--- src/rtl/opora_if.sv ---
// opora_if: coefficient-load bus between the Ethernet receiver, the bank loader and the convolution cores.
//  Producer side (master drives): op_valid, op_sof, op_ch, op_data, swap_ok
//  Loader side (slave drives):    koef_en, koef_data, koef_addr, koef_bank,
//                                 bank_active, busy, load_done, err_short, err_long
interface opora_if #(
  parameter int W      = 16,
  parameter int N_BLK  = 4,
  parameter int MULT_N = 25,
  parameter int N_CH   = 2
);
  localparam int AW = MULT_N > 1 ? $clog2(MULT_N) : 1;
  localparam int CW = N_CH > 1 ? $clog2(N_CH) : 1;
  logic                    op_valid;
  logic                    op_sof;
  logic [CW-1:0]           op_ch;
  logic [W-1:0]            op_data;
  logic                    swap_ok;
  logic [N_BLK*N_CH-1:0]   koef_en;
  logic [W-1:0]            koef_data;
  logic [AW-1:0]           koef_addr;
  logic                    koef_bank;
  logic [N_CH-1:0]         bank_active;
  logic                    busy;
  logic                    load_done;
  logic                    err_short;
  logic                    err_long;
  modport slave (
    input  op_valid, op_sof, op_ch, op_data, swap_ok,
    output koef_en, koef_data, koef_addr, koef_bank, bank_active, busy, load_done, err_short, err_long
  );
  modport master (
    output op_valid, op_sof, op_ch, op_data, swap_ok,
    input  koef_en, koef_data, koef_addr, koef_bank, bank_active, busy, load_done, err_short, err_long
  );
endinterface

--- src/rtl/opora_bank_loader.sv ---
// opora_bank_loader: writes opora frames into the shadow bank of per-channel double-buffered coefficient RAMs.
//  clke  clock (Ethernet domain)
//  rst   asynchronous active-high reset
//  bus   opora_if.slave: op_* word stream and swap_ok in; koef_* RAM write port,
//        bank_active, busy and the load_done/err_short/err_long pulses out
module opora_bank_loader #(
  parameter int W      = 16,
  parameter int N_BLK  = 4,
  parameter int MULT_N = 25,
  parameter int N_CH   = 2
) (
  input logic    clke,
  input logic    rst,
  opora_if.slave bus
);
  localparam int NUM_TAPS = N_BLK * MULT_N;
  localparam int AW = MULT_N > 1 ? $clog2(MULT_N) : 1;
  localparam int BW = N_BLK > 1 ? $clog2(N_BLK) : 1;
  localparam int CW = N_CH > 1 ? $clog2(N_CH) : 1;
  localparam int NE = N_BLK * N_CH;
  typedef enum logic [1:0] {IDLE, LOAD, COMMIT, DISCARD} state_t;
  state_t          r_state, w_state_n;
  logic [AW-1:0]   r_addr, w_addr;
  logic [BW-1:0]   r_blk, w_blk;
  logic [CW-1:0]   r_ch, w_ch;
  logic            r_over;
  logic [NE-1:0]   r_koef_en;
  logic [W-1:0]    r_koef_data;
  logic [AW-1:0]   r_koef_addr;
  logic            r_koef_bank;
  logic [N_CH-1:0] r_bank_active;
  logic            r_load_done, r_err_short, r_err_long;
  logic            w_good, w_start, w_bad, w_word, w_wr, w_last, w_commit, w_err_s, w_err_l;
  // A good sof starts a new frame from any state; the word itself is tap 0.
  // r_over remembers that a COMMIT-state frame already overran, so the
  // trailing words raise err_long only once and the tail is discarded.
  always_comb begin
    w_good    = 32'(bus.op_ch) < N_CH;
    w_start   = bus.op_valid & bus.op_sof & w_good;
    w_bad     = bus.op_valid & bus.op_sof & ~w_good;
    w_word    = bus.op_valid & ~bus.op_sof;
    w_wr      = w_start | (r_state == LOAD & w_word);
    w_addr    = w_start ? '0 : r_addr;
    w_blk     = w_start ? '0 : r_blk;
    w_ch      = w_start ? bus.op_ch : r_ch;
    w_last    = int'(w_blk) * MULT_N + int'(w_addr) == NUM_TAPS - 1;
    w_commit  = r_state == COMMIT & ~(bus.op_valid & bus.op_sof) & bus.swap_ok;
    w_err_s   = w_start & (r_state == LOAD | r_state == COMMIT);
    w_err_l   = w_bad | (w_word & (r_state == IDLE | (r_state == COMMIT & ~r_over)));
    w_state_n = w_bad ? DISCARD :
                w_start ? LOAD :
                (r_state == LOAD && w_word && w_last) ? COMMIT :
                w_commit ? ((r_over | w_word) ? DISCARD : IDLE) :
                r_state;
  end
  always_ff @(posedge clke or posedge rst) begin
    if (rst) begin
      r_state       <= IDLE;
      r_addr        <= '0;
      r_blk         <= '0;
      r_ch          <= '0;
      r_over        <= 1'b0;
      r_koef_en     <= '0;
      r_koef_data   <= '0;
      r_koef_addr   <= '0;
      r_koef_bank   <= 1'b0;
      r_bank_active <= '0;
      r_load_done   <= 1'b0;
      r_err_short   <= 1'b0;
      r_err_long    <= 1'b0;
    end else begin
      r_state     <= w_state_n;
      r_koef_en   <= w_wr ? NE'(1) << (int'(w_ch) * N_BLK + int'(w_blk)) : '0;
      if (w_wr) begin
        r_koef_data <= bus.op_data;
        r_koef_addr <= w_addr;
        r_koef_bank <= ~r_bank_active[w_ch];
        r_ch        <= w_ch;
        r_addr      <= w_addr == AW'(MULT_N - 1) ? '0 : w_addr + 1'b1;
        r_blk       <= w_addr == AW'(MULT_N - 1) ? w_blk + 1'b1 : w_blk;
      end
      r_over        <= w_start ? 1'b0 : r_over | (r_state == COMMIT & w_word);
      r_bank_active <= w_commit ? r_bank_active ^ (N_CH'(1) << r_ch) : r_bank_active;
      r_load_done   <= w_commit;
      r_err_short   <= w_err_s;
      r_err_long    <= w_err_l;
    end
  end
  assign bus.koef_en     = r_koef_en;
  assign bus.koef_data   = r_koef_data;
  assign bus.koef_addr   = r_koef_addr;
  assign bus.koef_bank   = r_koef_bank;
  assign bus.bank_active = r_bank_active;
  assign bus.busy        = r_state != IDLE;
  assign bus.load_done   = r_load_done;
  assign bus.err_short   = r_err_short;
  assign bus.err_long    = r_err_long;
endmodule

--- src/flat_wrapper.sv ---
// flat-port wrapper written by rule: the top's interface ports become plain ports
module opora_bank_loader_flat 
#(
  parameter int W      = 16,
  parameter int N_BLK  = 4,
  parameter int MULT_N = 25,
  parameter int N_CH   = 2
)
  (clke, rst, bus_op_valid, bus_op_sof, bus_op_ch, bus_op_data, bus_swap_ok, bus_koef_en, bus_koef_data, bus_koef_addr, bus_koef_bank, bus_bank_active, bus_busy, bus_load_done, bus_err_short, bus_err_long);
  opora_if #(.W(W), .N_BLK(N_BLK), .MULT_N(MULT_N), .N_CH(N_CH)) bus_i ();
  input logic clke;
  input logic rst;
  input wire logic [$bits(bus_i.op_valid)-1:0] bus_op_valid;
  input wire logic [$bits(bus_i.op_sof)-1:0] bus_op_sof;
  input wire logic [$bits(bus_i.op_ch)-1:0] bus_op_ch;
  input wire logic [$bits(bus_i.op_data)-1:0] bus_op_data;
  input wire logic [$bits(bus_i.swap_ok)-1:0] bus_swap_ok;
  output wire logic [$bits(bus_i.koef_en)-1:0] bus_koef_en;
  output wire logic [$bits(bus_i.koef_data)-1:0] bus_koef_data;
  output wire logic [$bits(bus_i.koef_addr)-1:0] bus_koef_addr;
  output wire logic [$bits(bus_i.koef_bank)-1:0] bus_koef_bank;
  output wire logic [$bits(bus_i.bank_active)-1:0] bus_bank_active;
  output wire logic [$bits(bus_i.busy)-1:0] bus_busy;
  output wire logic [$bits(bus_i.load_done)-1:0] bus_load_done;
  output wire logic [$bits(bus_i.err_short)-1:0] bus_err_short;
  output wire logic [$bits(bus_i.err_long)-1:0] bus_err_long;
  assign bus_i.op_valid = bus_op_valid;
  assign bus_i.op_sof = bus_op_sof;
  assign bus_i.op_ch = bus_op_ch;
  assign bus_i.op_data = bus_op_data;
  assign bus_i.swap_ok = bus_swap_ok;
  assign bus_koef_en = bus_i.koef_en;
  assign bus_koef_data = bus_i.koef_data;
  assign bus_koef_addr = bus_i.koef_addr;
  assign bus_koef_bank = bus_i.koef_bank;
  assign bus_bank_active = bus_i.bank_active;
  assign bus_busy = bus_i.busy;
  assign bus_load_done = bus_i.load_done;
  assign bus_err_short = bus_i.err_short;
  assign bus_err_long = bus_i.err_long;
  opora_bank_loader #(.W(W), .N_BLK(N_BLK), .MULT_N(MULT_N), .N_CH(N_CH)) u_core (.clke(clke), .rst(rst), .bus(bus_i));
endmodule
--- config.mk ---
export PLATFORM = sky130hd
export DESIGN_NAME = opora_bank_loader_flat
export DESIGN_NICKNAME = d
export VERILOG_FILES = /design/src/rtl/opora_if.sv /design/src/rtl/opora_bank_loader.sv /design/src/flat_wrapper.sv
export SDC_FILE = /design/constraint.sdc
export NUM_CORES = 1
export LEC_CHECK = 0
export ABC_AREA = 1
export CORE_MARGIN = 2
export CORE_UTILIZATION = 42
export CTS_BUF_LIST = sky130_fd_sc_hd__clkbuf_8
export DETAILED_ROUTE_END_ITERATION = 10
export PLACE_DENSITY = 0.72
export SLEW_MARGIN = 10
export SYNTH_ARGS = -nofsm -noshare
export SYNTH_HDL_FRONTEND = slang
export SYNTH_SLANG_ARGS = --single-unit
--- constraint.sdc ---
create_clock -name clke -period 2.92 [get_ports clke]
set_input_delay 0.292 -clock clke [delete_from_list [all_inputs] [get_ports clke]]
set_output_delay 0.292 -clock clke [all_outputs]
set_load 0.01 [all_outputs]
-- Word level (Yosys, flattened, before mapping)
Cells that the tools add are included.
- shift operators: 2
- $add $sub $neg: 4
- mux-type cells: 13
- div/mod/pow operators: 0
- multipliers: 1
- bitwise operators: 19
- reductions and logical operators: 5
- equality and inequality tests: 4
- $lt $le $gt $ge: 1
- operator list (operator ; number):
    $add 32x6->32 ; 1
    $eq 32x8->1 const B ; 1
    $shl 1x32->8 const A ; 1
    $mux 2 ; 6
    $mux 5 ; 2
    $and 1x1->1 ; 9
    $mux 8 ; 1
    $mul 2x5->7 const B ; 1
    $add 5x1->5 const B ; 1
    $eq 5x5->1 const B ; 1
    $or 1x1->1 ; 5
    $add 3x2->4 ; 1
    $mux 1 ; 4
    $not 1->1 ; 4
    $reduce_bool 3->1 ; 1
    $add 2x1->2 const B ; 1
    $eq 2x1->1 const B ; 1
    $eq 2x2->1 const B ; 1
    $logic_and 1x1->1 ; 2
    $logic_not 2->1 ; 1
    $lt 1x2->1 const B ; 1
    $reduce_bool 2->1 ; 1
    $shl 1x1->2 const A ; 1
    $xor 2x2->2 ; 1
- flip-flop bits (word level): 46
- bits of input ports: 22
- memories kept: 0
- output and inout port bits: 36
- bits in latches: 0
- logic and storage cells: 62
- bits in read-only memories: 0
- RAM bits: 0

-- Longest topological paths before layout
Gate-level depths: netlist of the first run.
- depth after elaboration: 8
- depth in mapped cells: 15
- gate-level depth less buffers: 15

-- Worst setup path after synthesis of the first run
Ideal clock, no wire load.
- path type: register to register
- start point: reg u_core.r_blk[1]
- end point: reg u_core.r_state[0]
- path buffers: 0
- setup time: 125 ps
- data arrival time: 1667 ps
- period minus slack after synthesis: 1792 ps
- slack: 1128 ps
- required time: 2795 ps
- cell stages (with the launch flop): 14
- cell sequence: dfrtp_1 > inv_1 > nor2_1 > inv_1 > ha_1 > inv_1 > ha_1 > nand2_1 > nand2_1 > inv_1 > nor2_1 > nand2_2 > nand2_1 > nand3_1
- cells in the longest elaborated chain, start to end: 7
- elaborated cells on any way between the ends: 8
- those cells by class: 1 x add/sub; 1 x mul; 1 x eq/ne; 3 x mux; 2 x reduce/logical
- ends and longest elaborated chain (what ; RTL line ; source):
    start, declared ; opora_bank_loader.sv:24 ; logic [BW-1:0] r_blk, w_blk;
    start signal, assigned ; opora_bank_loader.sv:80 ; r_blk <= w_addr == AW'(MULT_N - 1) ? w_blk + 1'b1 : w_blk;
    $mux 2 * ; opora_bank_loader.sv:44 ; w_blk = w_start ? '0 : r_blk;
    $mul 2x5->7 * ; opora_bank_loader.sv:46 ; w_last = int'(w_blk) * MULT_N + int'(w_addr) == NUM_TAPS - 1;
    $add 32x6->32 * ; opora_bank_loader.sv:46 ;
    $eq 32x8->1 * ; opora_bank_loader.sv:46 ;
    $logic_and 1x1->1 * ; opora_bank_loader.sv:52 ; (r_state == LOAD && w_word && w_last) ? COMMIT :
    $mux 2 ; opora_bank_loader.sv:52 ;
    $mux 2 ; opora_bank_loader.sv:51 ; w_start ? LOAD :
    end signal, assigned ; opora_bank_loader.sv:72 ; r_state <= w_state_n;
    end, declared ; opora_bank_loader.sv:22 ; state_t r_state, w_state_n;
Every way passes the cells marked *; elsewhere a longest branch is shown, timed or not.
A chain may end at the register's enable or synchronous reset.

-- Final worst setup path of the first run
- start point: in bus_op_sof
- end point: reg u_core.r_state[0]
- cells in the longest elaborated chain, start to end: 8
- elaborated cells on any way between the ends: 19
- those cells by class: 1 x add/sub; 1 x mul; 1 x eq/ne; 6 x mux; 7 x bitwise; 3 x reduce/logical
- ends and longest elaborated chain (what ; RTL line ; source):
    start, declared ; flat_wrapper.sv:14 ; input wire logic [$bits(bus_i.op_sof)-1:0] bus_op_sof;
    $and 1x1->1 ; n/a ;
    $mux 2 ; opora_bank_loader.sv:44 ;
    $mul 2x5->7 ; opora_bank_loader.sv:46 ;
    $add 32x6->32 ; opora_bank_loader.sv:46 ;
    $eq 32x8->1 ; opora_bank_loader.sv:46 ;
    $logic_and 1x1->1 ; opora_bank_loader.sv:52 ;
    $mux 2 ; opora_bank_loader.sv:52 ;
    $mux 2 ; opora_bank_loader.sv:51 ;
Several ways; a longest one is shown, not always the timed one. The select of a mux whose other input is x is not followed.

==> flow_metrics.py, run 1 <==
metrics = {
    "clock_tree": {
        "cts_resized": 0,
        "clock-sinks": 46,
        "cts_made_buffers": 5,
        "postCtsSetupRepairBufs": 0,
        "postCtsHoldBufs": 0,
        "cts_tree": "built",
        "clk_pin_slew_ps": 90,
        "cts-htree-levels": 2,
        "clkLatencyLatePin_ps": 300,
        "cts-root-buf": "clkbuf_8",
        "cts_buffer_depth": 2,
    },
    "worst_setup_path": {
        "crit_arrival_ps": 2330,
        "end_kind": "register",
        "critPathLaunchType": "primary input",
        "worstPathMaxFanout": 9,
        "cp_common_cell": "nand2_1",
        "crit_slowest_cell": "clkdlybuf4s50_1",
        "crit_chain": "clkdlybuf4s50_1, nand2_2, inv_2, nor2_1, ha_1, inv_1, ha_1, nand2_1, nand2_1, inv_1, nor2_1, nand2_2, nand2_1, nand3_1",
        "cp_data_required_time_ps": 3110,
        "crit_type": "in2reg",
        "max_stage_delay_ps": 530,
    },
    "synthesis": {
        "synth_top_area_share_pct": 54.7,
        "syn_avg_cell_area_um2": 8.67,
        "synth_nets": 274,
        "yosys_warnings": 0,
        "synth_area_leaders": "dfrtp_1, nand2_1, ha_1",
        "ys_ff_latch": 46,
        "synthesis.instances": 243,
        "synth_cell_types": 22,
        "synth_area_um2": 2110,
        "synth_area_leader_cell": "dfrtp_1",
        "yosysSeqAreaShare_pct": 54.7,
    },
    "global_routing": {
        "grt_pass1_wl_um": 7230,
        "grt_overflow": 0,
        "use_met2_pct": 27.1,
        "grt.met1_usage_pct": 22.0,
        "grt_usage_pct": 17.0,
        "grt-busiest-layer": "met2",
        "grt_pass1_vias": 1645,
        "use_met3_pct": 2.95,
        "antenna_found_initial": 0,
        "grt_max_degree": 47,
    },
    "finish": {
        "multi_input_comb_area_um2": 800,
        "final.fill_count": 421,
        "layout_common_cells": "nand2_1, clkdlybuf4s50_1, dfrtp_1, inv_1, nor2_1",
        "design_area_um2": 2850,
        "final_cells": 371,
        "nets": 334,
        "antenna_cells": 0,
        "seq_area_um2": 1150,
        "drive_gt1_share_pct": 7.24,
        "syn_to_final_growth_pct": 35.2,
        "mostFrequentLayoutCell": "nand2_1",
        "post-route-util_pct": 59.5,
    },
    "placed_design": {
        "dp_cells": 363,
        "globalplace.congestion": 0.864,
        "io_buffers": 57,
        "place_area_um2": 2730,
        "dp_hpwl_um": 3080,
        "dp_slack_ps": 493,
    },
    "run": {
        "drv_cap": 0,
    },
    "timing": {
        "slew_headroom_pct": 38.1,
        "setup_violations": 0,
        "hold_viol_final": 0,
        "hold_slack_ps": 474,
        "final.setup.worst_slack_ps": 787,
        "tightest_slew_ps": 927,
        "rsz0062_at_grt": "no",
        "min_period_ps": 2130,
        "tns_ps": 0,
        "finalClockSkew_ps": 7.92,
        "slew_violations": 0,
        "fmax_ghz": 0.469,
        "fin_crit_sh_pct": 73.0,
    },
    "die": {
        "initial_utilization_pct": 44.0,
        "core-area_um2": 4790,
        "die_x_um": 74.8,
        "ios": 58,
        "die_h_um": 74.8,
        "die_area_um2": 5600,
        "fp-row-count": 25,
    },
    "power": {
        "total_power_mw": 1.86,
        "p_per_area_nw_per_um2": 654,
        "p_leak_nw": 1.39,
        "ir_drop_uv": 290,
    },
    "route": {
        "ant_nets": 0,
        "viasPerCell": 4.64,
        "drt_pre_antenna_iters": 6,
        "drtIter0Drc": 107,
        "avgRoutedWirePerCell_um": 11.7,
        "wl_um": 4340,
        "vias": 1720,
        "route.detailed.drc": 0,
    },
    "min_path": {
        "hp-class": "reg2reg",
    },
    "run_status": {
        "status": "finished, final reports clean",
    },
}
-- cell usage after synthesis --
master / n
a21oi_1: 3
buf_2: 4
buf_6: 2
dfrtp_1: 46
ha_1: 9
inv_1: 27
inv_2: 3
nand2_1: 82
nand2_2: 4
nand3_1: 12
nand3_2: 2
nand4_1: 1
nor2_1: 19
nor2_4: 1
nor3_1: 5
o211ai_1: 1
o21a_1: 2
o21ai_0: 12
o21ai_1: 2
o21ai_2: 1
xnor2_1: 1
xor2_1: 4
-- metal layers --
metal | up-vias | wire length [µm]
met5 | - | 0
met4 | 0 | 53
met3 | 5 | 232
met2 | 54 | 2130
met1 | 794 | 1930
li1 | 867 | -
-- sequential cells by signal, indices dropped and copies added (netlist names) --
register / flops
u_core.r_blk: 2
u_core.r_addr: 5
u_core.bus.koef_en: 8
u_core.bus.err_long: 1
u_core.bus.err_short: 1
u_core.bus.load_done: 1
u_core.r_state: 2
u_core.r_over: 1
u_core.bus.koef_data: 16
u_core.r_ch: 1
u_core.bus.koef_addr: 5
u_core.bus.koef_bank: 1
u_core.bus.bank_active: 2
-- final timing paths --
path	slack [ps]	cells past startpoint	startpoint	end
worst min register to register	470	2	u_core.bus.koef_data[10]	u_core.bus.koef_data[10]
min in group asynchronous	520	2	rst	u_core.r_blk[1]
worst min-delay path	470	2	u_core.bus.koef_data[10]	u_core.bus.koef_data[10]
worst max-delay path	790	14	bus_op_sof	u_core.r_state[0]
max in group asynchronous	1820	2	rst	u_core.r_addr[0]
worst max register to register	900	13	u_core.r_blk[1]	u_core.r_state[0]
-- critical path: cells and delay by family --
family | cells | cell delay [ps]
buffers and inverters | 4 | 760
and+or+nand+nor | 8 | 660
adders and majority gates | 2 | 590
-- final cells by class --
cell class	count	share of cell area, %
Sequential cell	46	40.4
Tap cell	67	2.95
Clock inverter	3	1.58
Clock buffer	5	2.42
Inverter	30	3.96
Timing Repair Buffer	59	20.6
Multi-Input combinational cell	161	28.1
-- report_power, final --
| part | switching [mW] | internal (mW) | total (mW) |
|---|---|---|---|
| clock network | 0.219 | 0.254 | 0.473 |
| registers | 0.0740 | 0.751 | 0.825 |
| logic | 0.285 | 0.279 | 0.564 |
| total | 0.578 | 1.28 | 1.86 |
-- cell families after synthesis --
| family | after synthesis | share of synthesized area [%] |
|---|---|---|
| AO/OA/AOI/OAI | 21 | 5.53 |
| XOR/XNOR | 5 | 2.08 |
| adder cells (fa/ha/maj) | 9 | 5.35 |
| buffers and inverters | 36 | 7.37 |
| flip-flops | 46 | 54.7 |
| AND/OR/NAND/NOR | 126 | 25.0 |
(Power assumes the default switching activity.)
==> inputs of run 2 (changes only) <==
--- a/config.mk
+++ b/config.mk
@@ -10,7 +10,7 @@
 export CORE_UTILIZATION = 42
 export CTS_BUF_LIST = sky130_fd_sc_hd__clkbuf_8
 export DETAILED_ROUTE_END_ITERATION = 10
-export PLACE_DENSITY = 0.72
+export PLACE_DENSITY = 0.75
 export SLEW_MARGIN = 10
 export SYNTH_ARGS = -nofsm -noshare
 export SYNTH_HDL_FRONTEND = slang
==> constraint.sdc (replaced) <==
create_clock -name clke -period 1.9 [get_ports clke]
set_input_delay 0.19 -clock clke [delete_from_list [all_inputs] [get_ports clke]]
set_output_delay 0.19 -clock clke [all_outputs]
set_load 0.01 [all_outputs]
==> run 2 against run 1 <==
  * Sequential power rose by 53%
  * Global-route usage rose by 0.59 points
  * Register-to-register slack got worse by 830 ps
  * Wire length rose by 7.3%
  * Design area rose by 7.9%
  * Combinational power rose by 91%
  * Utilization rose by 4.7 points
  * Highest routed layer unchanged
  * Non-clock buffer count rose by 23
  * Hold slack got worse by 210 ps
  * Die area did not move
  * Final cell count rose by 6.2%
  * Clock power rose by 24%
==> flow_metrics.py, run 2 (synthesis results as in run 1) <==
metrics = {
    "route": {
        "wl_met3_um": 242,
        "ant_nets": 0,
        "route.detailed.drc": 0,
        "routed.top_layer": "met4",
        "avgRoutedWirePerCell_um": 11.8,
        "drtIter0Drc": 100,
        "viasPerCell": 4.62,
        "wl_um": 4660,
        "wl_met1_um": 2020,
        "dr_wl_met2_um": 2360,
        "drt_pre_antenna_iters": 4,
        "vias": 1819,
    },
    "placed_design": {
        "io_buffers": 57,
        "globalplace.congestion": 0.891,
        "dp_slack_ps": -345,
        "dp_hpwl_um": 3380,
        "place_area_um2": 2860,
    },
    "power": {
        "power_switching_mw": 0.916,
        "pwr-share-clk_pct": 20.0,
        "comb_power_share_pct": 37.0,
        "p_leak_nw": 1.53,
        "swShare_pct": 31.3,
        "internal_power_mw": 2.01,
        "pwr-share-seq_pct": 43.0,
        "total_power_mw": 2.92,
        "p_per_area_nw_per_um2": 952,
        "ir_drop_uv": 485,
    },
    "timing": {
        "setup_violations": 0,
        "hold_viol_final": 0,
        "tightest_slew_ps": 251,
        "final.setup.worst_slack_ps": 68.4,
        "fmax_ghz": 0.546,
        "fin_crit_sh_pct": 96.4,
        "slew_headroom_pct": 83.3,
        "tns_ps": 0,
        "min_period_ps": 1830,
        "finalClockSkew_ps": 3.26,
        "slew_violations": 0,
        "rsz0062_at_grt": "yes",
    },
    "global_routing": {
        "grt_pass1_wl_um": 7530,
        "grt_max_degree": 47,
        "antenna_found_initial": 0,
        "grt_usage_pct": 17.6,
        "grt_overflow": 0,
        "grt_pass1_vias": 1771,
    },
    "run_status": {
        "status": "finished, final reports clean",
    },
    "clock_tree": {
        "cts_buffer_depth": 2,
        "clk_pin_slew_ps": 80,
        "clock-sinks": 46,
        "cts_made_buffers": 5,
        "cts-root-buf": "clkbuf_8",
        "postCtsHoldBufs": 0,
        "cts-htree-levels": 2,
        "cts_tree": "built",
        "clkLatencyLatePin_ps": 280,
    },
    "die": {
        "die_h_um": 74.8,
        "die_x_um": 74.8,
        "core-area_um2": 4790,
        "ios": 58,
        "die_area_um2": 5600,
        "initial_utilization_pct": 44.0,
        "fp-row-count": 25,
    },
    "min_path": {
        "hp-class": "in2async",
    },
    "finish": {
        "antenna_cells": 0,
        "nets": 357,
        "mostFrequentLayoutCell": "nand2_1",
        "design_area_um2": 3070,
        "final.fill_count": 407,
        "largest_reg_flops": 16,
        "layout_common_cells": "nand2_1, clkdlybuf4s50_1, dfrtp_1, inv_1, buf_4",
        "drive_gt1_share_pct": 16.8,
        "syn_to_final_growth_pct": 45.8,
    },
    "worst_setup_path": {
        "r2r_setup_slack_ps": 70,
        "reg2reg_from": "u_core.r_blk[1]",
        "cp_data_required_time_ps": 2080,
        "crit_type": "reg2reg",
        "critPathLaunchType": "register",
        "worstPathMaxFanout": 4,
        "crit_arrival_ps": 2010,
        "worstReg2RegEnd": "u_core.r_state[1]",
        "end_kind": "register",
        "r2r_cells": 14,
    },
    "run": {
        "drv_cap": 0,
    },
}
## run 2: cell types whose count changed in the layout (fill, tap and decap cells not counted), moves of 3 or more
| cell | delta |
|---|---|
| inv_2 | +3 |
| inv_1 | -3 |
| nor2_1 | -4 |
| buf_4 | +20 |
## run 2: critical path, stage by stage (launching register included)
cell,delay [ps]
dfrtp_1,380
inv_2,60
nor2_4,110
inv_2,60
ha_4,270
inv_1,40
ha_1,280
nand2_1,90
nand2_1,70
inv_1,80
nor2_2,40
nand2_2,80
nand2_1,60
nand2_1,60
nand2_1,50
## run 2: worst max path at each step
stage,startpoint,end,slack (ps),cells after the start
2_1_floorplan,u_core.r_blk[1],u_core.r_state[0],110,13
3_3_place_gp,bus_op_sof,u_core.r_state[0],-230,15
3_5_place_dp,bus_op_sof,u_core.r_state[0],-340,15
4_1_cts,bus_op_valid,u_core.r_state[0],3,15
5_1_grt,u_core.r_blk[1],u_core.r_state[0],-70,13
6_report,u_core.r_blk[1],u_core.r_state[1],70,14
## run 2: power groups by stage
stage,clock [mW],sequential (mW),combinational [mW]
after floorplan,0,1.34,0.408
after global placement,0,1.28,0.926
after detailed placement,0,1.28,0.951
after CTS,0.611,1.27,0.961
after global routing,0.643,1.28,1.21
final,0.585,1.26,1.08
## run 2: what timing repair did
item,4_1_cts,5_1_grt
gates resized for setup,3,16
endpoints found under the setup margin,2,2
pin swaps,3,8
buffers inserted,1,7
gates cloned,0,0
## run 2: layout make-up
cell class / instances / area [µm²] / share of cell area (%)
sequential: 46 / 1150 / 37.5
multi-input combinational: 161 / 846 / 27.5
tap: 67 / 83.8 / 2.73
clock buffer: 6 / 82.6 / 2.69
timing repair buffer: 82 / 783 / 25.5
inverter: 30 / 115 / 3.75
clock inverter: 2 / 8.76 / 0.285
## run 2: layer usage
metal,GRT usage [%],vias to the layer above
li1,-,919
met1,21.9,851
met2,30.6,47
met3,3.35,2
met4,6.55,0
met5,0,-
## run 2: per-stage QoR
step | hold WS (ps) | std cells | utilization (%)
CTS | 264 | 387 | 61.9
finish | 263 | 394 | 64.2
global route | 294 | 394 | 64.2
detailed placement | 458 | 378 | 59.7
global placement | 454 | 378 | 59.7
floorplan | 307 | 243 | -
